==> src/rtl/rv_pipe_ctrl_hazard_if.sv <==
// ID-stage instruction fields in; pipeline control, forwarding and hazard controls out.
interface rv_pipe_ctrl_hazard_if #(
  parameter int unsigned RA_W = 5
);
  logic [6:0]      op;
  logic [2:0]      funct3;
  logic            funct7b5;
  logic [RA_W-1:0] rs1_D;
  logic [RA_W-1:0] rs2_D;
  logic [RA_W-1:0] rd_D;
  logic            Zero_E;
  logic [1:0]      ImmSrc_D;
  logic [3:0]      ALUControl_E;
  logic            ALUSrc_E;
  logic            MemWrite_M;
  logic            RegWrite_W;
  logic [1:0]      ResultSrc_W;
  logic            PCSrc_E;
  logic [1:0]      ForwardA_E;
  logic [1:0]      ForwardB_E;
  logic            StallF;
  logic            StallD;
  logic            FlushD;
  logic            FlushE;

  modport master (
    output op, funct3, funct7b5, rs1_D, rs2_D, rd_D, Zero_E,
    input  ImmSrc_D, ALUControl_E, ALUSrc_E, MemWrite_M, RegWrite_W, ResultSrc_W,
           PCSrc_E, ForwardA_E, ForwardB_E, StallF, StallD, FlushD, FlushE
  );

  modport slave (
    input  op, funct3, funct7b5, rs1_D, rs2_D, rd_D, Zero_E,
    output ImmSrc_D, ALUControl_E, ALUSrc_E, MemWrite_M, RegWrite_W, ResultSrc_W,
           PCSrc_E, ForwardA_E, ForwardB_E, StallF, StallD, FlushD, FlushE
  );
endinterface

==> src/rtl/rv_pipe_ctrl_hazard.sv <==
// Five-stage RV32I control unit: ID decode, E/M/W control pipeline, forwarding and hazard logic.
module rv_pipe_ctrl_hazard #(
  parameter int unsigned RA_W       = 5,
  parameter bit          ENABLE_FWD = 1'b1
) (
  input logic                  clk,
  input logic                  reset,
  rv_pipe_ctrl_hazard_if.slave bus
);
  localparam logic [6:0] OP_LW  = 7'b0000011;
  localparam logic [6:0] OP_SW  = 7'b0100011;
  localparam logic [6:0] OP_R   = 7'b0110011;
  localparam logic [6:0] OP_I   = 7'b0010011;
  localparam logic [6:0] OP_BEQ = 7'b1100011;
  localparam logic [6:0] OP_JAL = 7'b1101111;

  localparam logic [3:0] ALU_ADD  = 4'b0000;
  localparam logic [3:0] ALU_SUB  = 4'b0001;
  localparam logic [3:0] ALU_AND  = 4'b0010;
  localparam logic [3:0] ALU_OR   = 4'b0011;
  localparam logic [3:0] ALU_XOR  = 4'b0100;
  localparam logic [3:0] ALU_SLT  = 4'b0101;
  localparam logic [3:0] ALU_SLL  = 4'b0110;
  localparam logic [3:0] ALU_SRL  = 4'b0111;
  localparam logic [3:0] ALU_SRA  = 4'b1000;
  localparam logic [3:0] ALU_SLTU = 4'b1001;

  typedef struct packed {
    logic            reg_write;
    logic [1:0]      result_src;
    logic            mem_write;
    logic            branch;
    logic            jump;
    logic [3:0]      alu_ctrl;
    logic            alu_src;
    logic [RA_W-1:0] rs1;
    logic [RA_W-1:0] rs2;
    logic [RA_W-1:0] rd;
  } ctrl_de_t;

  ctrl_de_t        dec_c, de_d, de_q;
  logic [1:0]      imm_src_c;
  logic            uses_rs1_c, uses_rs2_c;
  logic [3:0]      alu_funct_c;
  logic            reg_write_m_d, reg_write_m_q;
  logic [1:0]      result_src_m_d, result_src_m_q;
  logic            mem_write_m_d, mem_write_m_q;
  logic [RA_W-1:0] rd_m_d, rd_m_q;
  logic            reg_write_w_d, reg_write_w_q;
  logic [1:0]      result_src_w_d, result_src_w_q;
  logic [RA_W-1:0] rd_w_d, rd_w_q;
  logic            pc_src_c, hazard_c, flush_e_c;
  logic [1:0]      fwd_a_c, fwd_b_c;

  // ALU operation selected by funct3/funct7b5 (R-type and I-ALU)
  always_comb begin
    alu_funct_c = ALU_ADD;
    case (bus.funct3)
      3'b000: alu_funct_c = (bus.op[5] & bus.funct7b5) ? ALU_SUB : ALU_ADD;
      3'b001: alu_funct_c = ALU_SLL;
      3'b010: alu_funct_c = ALU_SLT;
      3'b011: alu_funct_c = ALU_SLTU;
      3'b100: alu_funct_c = ALU_XOR;
      3'b101: alu_funct_c = bus.funct7b5 ? ALU_SRA : ALU_SRL;
      3'b110: alu_funct_c = ALU_OR;
      3'b111: alu_funct_c = ALU_AND;
    endcase
  end

  // Opcode decode; unknown opcodes decode as a NOP
  always_comb begin
    dec_c      = '0;
    imm_src_c  = 2'b00;
    uses_rs1_c = 1'b0;
    uses_rs2_c = 1'b0;
    case (bus.op)
      OP_LW: begin
        dec_c.reg_write  = 1'b1;
        dec_c.result_src = 2'b01;
        dec_c.alu_src    = 1'b1;
        dec_c.alu_ctrl   = ALU_ADD;
        uses_rs1_c       = 1'b1;
      end
      OP_SW: begin
        dec_c.mem_write = 1'b1;
        dec_c.alu_src   = 1'b1;
        dec_c.alu_ctrl  = ALU_ADD;
        imm_src_c       = 2'b01;
        uses_rs1_c      = 1'b1;
        uses_rs2_c      = 1'b1;
      end
      OP_R: begin
        dec_c.reg_write = 1'b1;
        dec_c.alu_ctrl  = alu_funct_c;
        uses_rs1_c      = 1'b1;
        uses_rs2_c      = 1'b1;
      end
      OP_I: begin
        dec_c.reg_write = 1'b1;
        dec_c.alu_src   = 1'b1;
        dec_c.alu_ctrl  = alu_funct_c;
        uses_rs1_c      = 1'b1;
      end
      OP_BEQ: begin
        dec_c.branch   = 1'b1;
        dec_c.alu_ctrl = ALU_SUB;
        imm_src_c      = 2'b10;
        uses_rs1_c     = 1'b1;
        uses_rs2_c     = 1'b1;
      end
      OP_JAL: begin
        dec_c.reg_write  = 1'b1;
        dec_c.jump       = 1'b1;
        dec_c.result_src = 2'b10;
        imm_src_c        = 2'b11;
      end
      default: ;
    endcase
    // Unused source fields are carried as x0 so immediate bits never trigger forwarding
    dec_c.rs1 = uses_rs1_c ? bus.rs1_D : '0;
    dec_c.rs2 = uses_rs2_c ? bus.rs2_D : '0;
    dec_c.rd  = bus.rd_D;
  end

  // Forwarding selects, RAW/load-use detection and redirect
  always_comb begin
    fwd_a_c  = 2'b00;
    fwd_b_c  = 2'b00;
    hazard_c = 1'b0;
    pc_src_c = (de_q.branch & bus.Zero_E) | de_q.jump;
    if (ENABLE_FWD) begin
      if (reg_write_m_q && (rd_m_q != '0) && (rd_m_q == de_q.rs1))      fwd_a_c = 2'b10;
      else if (reg_write_w_q && (rd_w_q != '0) && (rd_w_q == de_q.rs1)) fwd_a_c = 2'b01;
      if (reg_write_m_q && (rd_m_q != '0) && (rd_m_q == de_q.rs2))      fwd_b_c = 2'b10;
      else if (reg_write_w_q && (rd_w_q != '0) && (rd_w_q == de_q.rs2)) fwd_b_c = 2'b01;
      hazard_c = (de_q.result_src == 2'b01) && (de_q.rd != '0) &&
                 ((uses_rs1_c && (bus.rs1_D == de_q.rd)) || (uses_rs2_c && (bus.rs2_D == de_q.rd)));
    end else begin
      // W needs no stall: the register file writes on the falling edge
      hazard_c = (de_q.reg_write && (de_q.rd != '0) &&
                  ((uses_rs1_c && (bus.rs1_D == de_q.rd)) || (uses_rs2_c && (bus.rs2_D == de_q.rd)))) ||
                 (reg_write_m_q && (rd_m_q != '0) &&
                  ((uses_rs1_c && (bus.rs1_D == rd_m_q)) || (uses_rs2_c && (bus.rs2_D == rd_m_q))));
    end
    flush_e_c = hazard_c | pc_src_c;
  end

  // Next-state for the control pipeline; a flush bubbles D->E
  always_comb begin
    de_d           = flush_e_c ? '0 : dec_c;
    reg_write_m_d  = de_q.reg_write;
    result_src_m_d = de_q.result_src;
    mem_write_m_d  = de_q.mem_write;
    rd_m_d         = de_q.rd;
    reg_write_w_d  = reg_write_m_q;
    result_src_w_d = result_src_m_q;
    rd_w_d         = rd_m_q;
  end

  // Pipeline control registers
  always_ff @(posedge clk or posedge reset) begin
    if (reset) begin
      de_q           <= '0;
      reg_write_m_q  <= 1'b0;
      result_src_m_q <= 2'b00;
      mem_write_m_q  <= 1'b0;
      rd_m_q         <= '0;
      reg_write_w_q  <= 1'b0;
      result_src_w_q <= 2'b00;
      rd_w_q         <= '0;
    end else begin
      de_q           <= de_d;
      reg_write_m_q  <= reg_write_m_d;
      result_src_m_q <= result_src_m_d;
      mem_write_m_q  <= mem_write_m_d;
      rd_m_q         <= rd_m_d;
      reg_write_w_q  <= reg_write_w_d;
      result_src_w_q <= result_src_w_d;
      rd_w_q         <= rd_w_d;
    end
  end

  assign bus.ImmSrc_D     = imm_src_c;
  assign bus.ALUControl_E = de_q.alu_ctrl;
  assign bus.ALUSrc_E     = de_q.alu_src;
  assign bus.MemWrite_M   = mem_write_m_q;
  assign bus.RegWrite_W   = reg_write_w_q;
  assign bus.ResultSrc_W  = result_src_w_q;
  assign bus.PCSrc_E      = pc_src_c;
  assign bus.ForwardA_E   = fwd_a_c;
  assign bus.ForwardB_E   = fwd_b_c;
  // A redirect overrides a coincident stall
  assign bus.StallF       = hazard_c & ~pc_src_c;
  assign bus.StallD       = hazard_c & ~pc_src_c;
  assign bus.FlushD       = pc_src_c;
  assign bus.FlushE       = flush_e_c;
endmodule

==> src/flat_wrapper.sv <==
// flat-port wrapper written by rule: the top's interface ports become plain ports
module rv_pipe_ctrl_hazard_flat 
#(
  parameter int unsigned RA_W       = 5,
  parameter bit          ENABLE_FWD = 1'b1
)
  (clk, reset, bus_op, bus_funct3, bus_funct7b5, bus_rs1_D, bus_rs2_D, bus_rd_D, bus_Zero_E, bus_ImmSrc_D, bus_ALUControl_E, bus_ALUSrc_E, bus_MemWrite_M, bus_RegWrite_W, bus_ResultSrc_W, bus_PCSrc_E, bus_ForwardA_E, bus_ForwardB_E, bus_StallF, bus_StallD, bus_FlushD, bus_FlushE);
  rv_pipe_ctrl_hazard_if #(.RA_W(RA_W)) bus_i ();
  input logic clk;
  input logic reset;
  input wire logic [$bits(bus_i.op)-1:0] bus_op;
  input wire logic [$bits(bus_i.funct3)-1:0] bus_funct3;
  input wire logic [$bits(bus_i.funct7b5)-1:0] bus_funct7b5;
  input wire logic [$bits(bus_i.rs1_D)-1:0] bus_rs1_D;
  input wire logic [$bits(bus_i.rs2_D)-1:0] bus_rs2_D;
  input wire logic [$bits(bus_i.rd_D)-1:0] bus_rd_D;
  input wire logic [$bits(bus_i.Zero_E)-1:0] bus_Zero_E;
  output wire logic [$bits(bus_i.ImmSrc_D)-1:0] bus_ImmSrc_D;
  output wire logic [$bits(bus_i.ALUControl_E)-1:0] bus_ALUControl_E;
  output wire logic [$bits(bus_i.ALUSrc_E)-1:0] bus_ALUSrc_E;
  output wire logic [$bits(bus_i.MemWrite_M)-1:0] bus_MemWrite_M;
  output wire logic [$bits(bus_i.RegWrite_W)-1:0] bus_RegWrite_W;
  output wire logic [$bits(bus_i.ResultSrc_W)-1:0] bus_ResultSrc_W;
  output wire logic [$bits(bus_i.PCSrc_E)-1:0] bus_PCSrc_E;
  output wire logic [$bits(bus_i.ForwardA_E)-1:0] bus_ForwardA_E;
  output wire logic [$bits(bus_i.ForwardB_E)-1:0] bus_ForwardB_E;
  output wire logic [$bits(bus_i.StallF)-1:0] bus_StallF;
  output wire logic [$bits(bus_i.StallD)-1:0] bus_StallD;
  output wire logic [$bits(bus_i.FlushD)-1:0] bus_FlushD;
  output wire logic [$bits(bus_i.FlushE)-1:0] bus_FlushE;
  assign bus_i.op = bus_op;
  assign bus_i.funct3 = bus_funct3;
  assign bus_i.funct7b5 = bus_funct7b5;
  assign bus_i.rs1_D = bus_rs1_D;
  assign bus_i.rs2_D = bus_rs2_D;
  assign bus_i.rd_D = bus_rd_D;
  assign bus_i.Zero_E = bus_Zero_E;
  assign bus_ImmSrc_D = bus_i.ImmSrc_D;
  assign bus_ALUControl_E = bus_i.ALUControl_E;
  assign bus_ALUSrc_E = bus_i.ALUSrc_E;
  assign bus_MemWrite_M = bus_i.MemWrite_M;
  assign bus_RegWrite_W = bus_i.RegWrite_W;
  assign bus_ResultSrc_W = bus_i.ResultSrc_W;
  assign bus_PCSrc_E = bus_i.PCSrc_E;
  assign bus_ForwardA_E = bus_i.ForwardA_E;
  assign bus_ForwardB_E = bus_i.ForwardB_E;
  assign bus_StallF = bus_i.StallF;
  assign bus_StallD = bus_i.StallD;
  assign bus_FlushD = bus_i.FlushD;
  assign bus_FlushE = bus_i.FlushE;
  rv_pipe_ctrl_hazard #(.RA_W(RA_W), .ENABLE_FWD(ENABLE_FWD)) u_core (.clk(clk), .reset(reset), .bus(bus_i));
endmodule
==> config.mk <==
export PLATFORM = sky130hd
export DESIGN_NAME = rv_pipe_ctrl_hazard_flat
export DESIGN_NICKNAME = d
export VERILOG_FILES = /design/src/rtl/rv_pipe_ctrl_hazard_if.sv /design/src/rtl/rv_pipe_ctrl_hazard.sv /design/src/flat_wrapper.sv
export SDC_FILE = /design/constraint.sdc
export NUM_CORES = 1
export LEC_CHECK = 0
export CORE_MARGIN = 2
export CORE_UTILIZATION = 40
export DETAILED_ROUTE_END_ITERATION = 7
export PLACE_DENSITY = 0.69
export REMOVE_ABC_BUFFERS = 1
export SLEW_MARGIN = 40
export SYNTH_ARGS = -nofsm -noshare
export SYNTH_HDL_FRONTEND = slang
export SYNTH_SLANG_ARGS = --single-unit
==> constraint.sdc <==
create_clock -name clk -period 6.1 [get_ports clk]
set_clock_uncertainty 0.1 [all_clocks]
set_input_delay 1.83 -clock clk [delete_from_list [all_inputs] [get_ports clk]]
set_output_delay 1.83 -clock clk [all_outputs]
set_load 0.01 [all_outputs]
==> out/results.ini, run 1 <==
[cts]
ctsRootBufferMaster = clkbuf_8
cts_resized = 0
cts_sinks = 43
clock_path_buffers = 2
cts_hold_buf = 0
h-tree-depth = 2
cts_tree = yes
numCtsBuffers = 5
post-cts-setup-buffers = 0
cts.clk_slew.worst_paths_ns = 0.07
insertion_delay_ns = 0.28

[sta]
slew_violations = 0
finalCritPeriodShare = 0.944
fin_setup_tns_ns = 0
worstMarginPinSlew_ns = 0.512
setup_viol = 0
rsz0062_at_grt = no
finalHoldViolCount = 0
layout_min_cycle_time_ns = 5.76
whs_ns = 0.251
maxSlewHeadroom = 0.658
fmax_mhz = 174

[die]
die_w_um = 77.7
die_area_um2 = 6040
pin_count = 49
core.rowCount = 26
core_area_um2 = 5170
initial_core_util = 0.420
die_h_um = 77.7

[global_route]
grt_usage = 0.154
grt_max_degree = 44
grt_pass1_vias = 1615
grt_pass1_wl_um = 7330
antenna_found_initial = 0
overflow = 0

[final_layout]
final_common_cell = clkdlybuf4s50_1
nNetsFinal = 267
design_area_um2 = 2780
final_cell_mix = 48 x clkdlybuf4s50_1, 43 x dfrtp_1, 19 x nand2_1, 16 x xnor2_1, 14 x xor2_1
diodes = 0
fill_cells = 499
utilization = 0.538
layout-area-overhead-vs-synth_pct = 28.0
drive_above_1_share = 0.164

[worst_setup_path]
arrival_ns = 3.83
crit_cells = 6
cp-start-kind = input port
crit_path_max_fanout = 6
crit_buf_inv = 2
crit_chain = clkdlybuf4s50_1, a21boi_1, nor2b_1, and4bb_1, o21a_1, clkdlybuf4s50_1
rr_worst_depth = 5
required_ns = 4.17
path_class = input port to output port
cp-endpoint = bus_StallD
path_delay_family = buffers and inverters
r2r_end = u_core.de_q[11]
cpPeakStageDelay_ns = 0.55
crit_path_top_delay_cell = clkdlybuf4s50_1
setup.worst_path.start = bus_op[5]
r2r_setup_slack_ns = 4.12
end_kind = output port
crit_top_cell = clkdlybuf4s50_1
r2r_start = u_core.rd_m_d[1]

[drt]
initialDrtViolationCount = 80
highest_layer = met4
post_drt_wl_per_cell_um = 13.7
drc = 0
drt-pass1-iter-count = 4
via_count = 1492
wl_met3_um = 218
met2WireLength_um = 2070
wirelength_met1_um = 1900
drt-vias-per-instance = 4.84
ant_nets = 0
wirelength_um = 4230

[yosys]
syn_inst = 188
syn_area_um2 = 2170
ys_ff_latch = 43
post_synth_num_cell_types = 41
seq_area_frac_synth = 0.495
ys.flop_type = dfrtp_1
syn_area_per_cell_um2 = 11.6
ys_warn_count = 0
synth_edf_count = 0
ys_async_sr_fraction = 1.00

[placement]
gp_congestion = 0.798
numPortBuffers = 48
postPlaceCellArea_um2 = 2700
dpl.hpwl_um = 3230

[power_and_ir_drop]
leakagePower_nw = 1.23
p_per_area_nw_per_um2 = 192
ir_worst_vdd_mv = 0.103

[worst_hold_path]
hold_class = flip-flop to flip-flop

[job]
max_cap_viol_count = 0

[outcome]
status = complete, no violations

-- where the power goes --
| group | total [mW] | leakage, nW | internal, mW | switching, mW |
|---|---|---|---|---|
| sequential | 0.301 | 0.565 | 0.292 | 0.00905 |
| clock | 0.175 | 0.0470 | 0.0887 | 0.0863 |
| combinational | 0.0592 | 0.621 | 0.0337 | 0.0255 |
-- kinds of logic (layout without fill, tap and decap cells) --
family,count (synthesis),in the layout,synth area share
flops,43,43,0.495
xor+xnor,30,30,0.121
buf+inv,13,63,0.0466
simple gates,82,82,0.255
compound gates,20,20,0.0823
-- layer usage --
layer	up-vias	global-route usage
li1	745	-
met1	703	0.192
met2	39	0.262
met3	5	0.0419
met5	-	0
met4	0	0.0429
-- how the worst min path moves through the flow --
stage,cells after the start,startpoint,slack [ns],end
floorplan,0,u_core.mem_write_m_d,0.23,u_core.bus.MemWrite_M
global placement,0,u_core.result_src_m_q[0],0.23,u_core.bus.ResultSrc_W[0]
detailed placement,0,u_core.result_src_m_q[1],0.23,u_core.bus.ResultSrc_W[1]
CTS,0,u_core.result_src_m_q[1],0.25,u_core.bus.ResultSrc_W[1]
global route,0,u_core.result_src_m_q[1],0.27,u_core.bus.ResultSrc_W[1]
finish,0,u_core.result_src_m_q[1],0.25,u_core.bus.ResultSrc_W[1]
-- sequential cells by signal (all words and copies together) (netlist names) --
signal	count
u_core.reg_write_m_q	1
u_core.bus.ResultSrc_W	2
u_core.reg_write_m_d	1
u_core.result_src_m_q	2
u_core.mem_write_m_d	1
u_core.bus.MemWrite_M	1
u_core.rd_m_d	5
u_core.rd_w_q	5
u_core.rd_m_q	5
u_core.de_q	12
u_core.bus.ALUSrc_E	1
u_core.bus.ALUControl_E	4
u_core.bus.RegWrite_W	1
u_core.result_src_m_d	2
-- worst register-to-register path, delay by kind of cell, from the launching register on --
kind | cells | cell delay [ns]
buffers and inverters | 1 | 0.26
AO/OA/AOI/OAI | 2 | 0.27
flip-flops | 1 | 0.45
AND/OR/NAND/NOR | 2 | 0.82
-- synthesized netlist by cell type (2+ instances only) --
library cell / count / area share
dfrtp_1: 43 / 0.49
nand2_1: 19 / 0.033
xnor2_1: 16 / 0.064
nor3_2: 14 / 0.064
xor2_1: 14 / 0.056
nor2_1: 7 / 0.012
buf_4: 6 / 0.021
a21oi_1: 5 / 0.012
nor3_1: 5 / 0.012
nor3b_2: 5 / 0.029
buf_6: 4 / 0.021
nor4_1: 4 / 0.012
or4_1: 4 / 0.014
inv_1: 3 / 0.0052
nand3_1: 3 / 0.0069
nand4_1: 3 / 0.0086
nor2b_1: 3 / 0.0086
or2_1: 3 / 0.0086
a211oi_2: 2 / 0.012
nand2b_1: 2 / 0.0058
o2111ai_1: 2 / 0.0081
o21ai_1: 2 / 0.0046
-- stage by stage --
stage | power (mW) | worst slack (ns) | std cells
6_report | 0.535 | 0.339 | 308
3_3_place_gp | 0.365 | 0.354 | 301
3_5_place_dp | 0.366 | 0.340 | 301
4_1_cts | 0.542 | 0.322 | 308
2_1_floorplan | 0.334 | 0.370 | 178
5_1_grt | 0.557 | 0.165 | 308
-- cell type report --
cell class | count | area [um2] | share of cell area
flip-flops and latches | 43 | 1080 | 0.387
multi-input cells | 132 | 1000 | 0.360
repair buffers | 53 | 518 | 0.186
well taps | 70 | 87.6 | 0.0315
clock buffers | 6 | 82.6 | 0.0297
inverters | 3 | 11.3 | 0.00404
clock inverters | 1 | 5.00 | 0.00180
(Power assumes the default switching activity.)
==> run 2: changes to the inputs <==
--- a/config.mk
+++ b/config.mk
@@ -5,7 +5,6 @@
 export SDC_FILE = /design/constraint.sdc
 export NUM_CORES = 1
 export LEC_CHECK = 0
-export CORE_MARGIN = 2
 export CORE_UTILIZATION = 40
 export DETAILED_ROUTE_END_ITERATION = 7
 export PLACE_DENSITY = 0.69
==> out/results.ini, run 2 (synthesized netlist as in run 1, its figures left out) <==
[outcome]
status = complete, no violations

[final_layout]
largest_register_ffs = 12
nNetsFinal = 267
final_common_cell = clkdlybuf4s50_1
drive_above_1_share = 0.163
regMostFlops = u_core.de_q
layout-area-overhead-vs-synth_pct = 30.1
fill_cells = 471
final_cell_mix = 48 x clkdlybuf4s50_1, 43 x dfrtp_1, 19 x nand2_1, 16 x xnor2_1, 14 x xor2_1
diodes = 0

[worst_setup_path]
arrival_ns = 3.83
cp-start-kind = input port
r2r_start = u_core.rd_m_d[1]
required_ns = 4.17
cp-endpoint = bus_StallD
setup.worst_path.start = bus_op[2]
path_class = input port to output port
end_kind = output port
r2r_setup_slack_ns = 4.12
rr_worst_depth = 5
crit_path_max_fanout = 6
r2r_end = u_core.de_q[12]

[power_and_ir_drop]
power_mw = 0.616
p_int_mw = 0.489
p_per_area_nw_per_um2 = 218
ir_worst_vdd_mv = 0.110
power_frac_comb = 0.096
leakagePower_nw = 1.25
swShare = 0.205
p_switching_mw = 0.126
pwr-share-clk = 0.415
p_seq_frac = 0.489

[sta]
fmax_mhz = 174
slew_violations = 0
worstMarginPinSlew_ns = 0.525
finalHoldViolCount = 0
maxSlewHeadroom = 0.650
layout_min_cycle_time_ns = 5.76
fin_setup_tns_ns = 0
rsz0062_at_grt = no
setup_viol = 0
finalCritPeriodShare = 0.945

[global_route]
grt_pass1_vias = 1529
antenna_found_initial = 0
overflow = 0
grt_pass1_wl_um = 7180
grt_max_degree = 44
grt_usage = 0.174

[cts]
cts.clk_slew.worst_paths_ns = 0.08
cts_hold_buf = 0
insertion_delay_ns = 0.29
cts_resized = 0
post-cts-setup-buffers = 0
ctsRootBufferMaster = clkbuf_8
numCtsBuffers = 5
h-tree-depth = 2
cts_tree = yes
cts_sinks = 43
clock_path_buffers = 2

[drt]
post_drt_wl_per_cell_um = 13.9
wirelength_um = 4290
drt-vias-per-instance = 4.83
drc = 0
ant_nets = 0
drt-pass1-iter-count = 4
via_count = 1493
initialDrtViolationCount = 32

[die]
core_area_um2 = 5170
initial_core_util = 0.420
core.rowCount = 26
pin_count = 49
die_h_um = 75.7
die_w_um = 75.7
die_area_um2 = 5740

[job]
max_cap_viol_count = 0

[placement]
numPortBuffers = 48
dpl.hpwl_um = 3310
gp_congestion = 0.741

[worst_hold_path]
hold_class = flip-flop to flip-flop

## run 2: cell types whose count changed in the layout (fill, tap and decap cells not counted), sizes merged
cell and delta:
clkinv -1, bufinv +2
## run 2: per-stage QoR
| step | area [um2] | instances | utilization | hold slack (ns) | setup WS [ns] |
|---|---|---|---|---|---|
| floorplan | 2080 | 178 | - | 0.231 | 0.370 |
| global placement | 2700 | 301 | 0.521 | 0.232 | 0.352 |
| detailed placement | 2700 | 301 | 0.521 | 0.235 | 0.330 |
| CTS | 2830 | 309 | 0.547 | 0.254 | 0.316 |
| global route | 2830 | 309 | 0.547 | 0.276 | 0.155 |
| finish | 2830 | 309 | 0.547 | 0.252 | 0.338 |
## run 2: worst min-delay path by stage
stage / start / to / slack, ns / depth (start not counted)
after floorplan: u_core.mem_write_m_d / u_core.bus.MemWrite_M / 0.23 / 0
after global placement: u_core.result_src_m_q[0] / u_core.bus.ResultSrc_W[0] / 0.23 / 0
after detailed placement: u_core.result_src_m_q[1] / u_core.bus.ResultSrc_W[1] / 0.23 / 0
after CTS: u_core.result_src_m_q[1] / u_core.bus.ResultSrc_W[1] / 0.25 / 0
after global routing: u_core.result_src_m_q[1] / u_core.bus.ResultSrc_W[1] / 0.28 / 0
final: u_core.result_src_m_q[1] / u_core.bus.ResultSrc_W[1] / 0.25 / 0
## run 2: power groups by stage
stage | clock, mW | sequential (mW) | combinational (mW)
after CTS | 0.261 | 0.301 | 0.0603
final | 0.255 | 0.301 | 0.0593
after global placement | 0 | 0.306 | 0.0590
after global routing | 0.272 | 0.302 | 0.0660
after detailed placement | 0 | 0.307 | 0.0599
after floorplan | 0 | 0.305 | 0.0293
## run 2: per-layer routing
layer | vias to the layer above | share of wire | global-route usage
li1 | 743 | - | -
met1 | 705 | 0.42 | 0.202
met2 | 39 | 0.50 | 0.301
met3 | 6 | 0.064 | 0.0608
met4 | 0 | 0.015 | 0.0617
met5 | - | 0 | 0
## run 2: final cells by class
type                       count  area (um2)  area share
multi-input combinational    132        1000       0.355
tap                           70        87.6      0.0310
clock inverter                 2        60.1      0.0212
sequential                    43        1080       0.380
inverter                       3        11.3     0.00398
clock buffer                   6        72.6      0.0257
timing repair buffer          53         518       0.183
## run 2: worst max-delay path: stages
cell             delay, ns
clkdlybuf4s50_1       0.43
nand4bb_1             0.32
nor2b_1               0.22
and4bb_1              0.34
o21a_1                0.16
clkdlybuf4s50_1       0.54
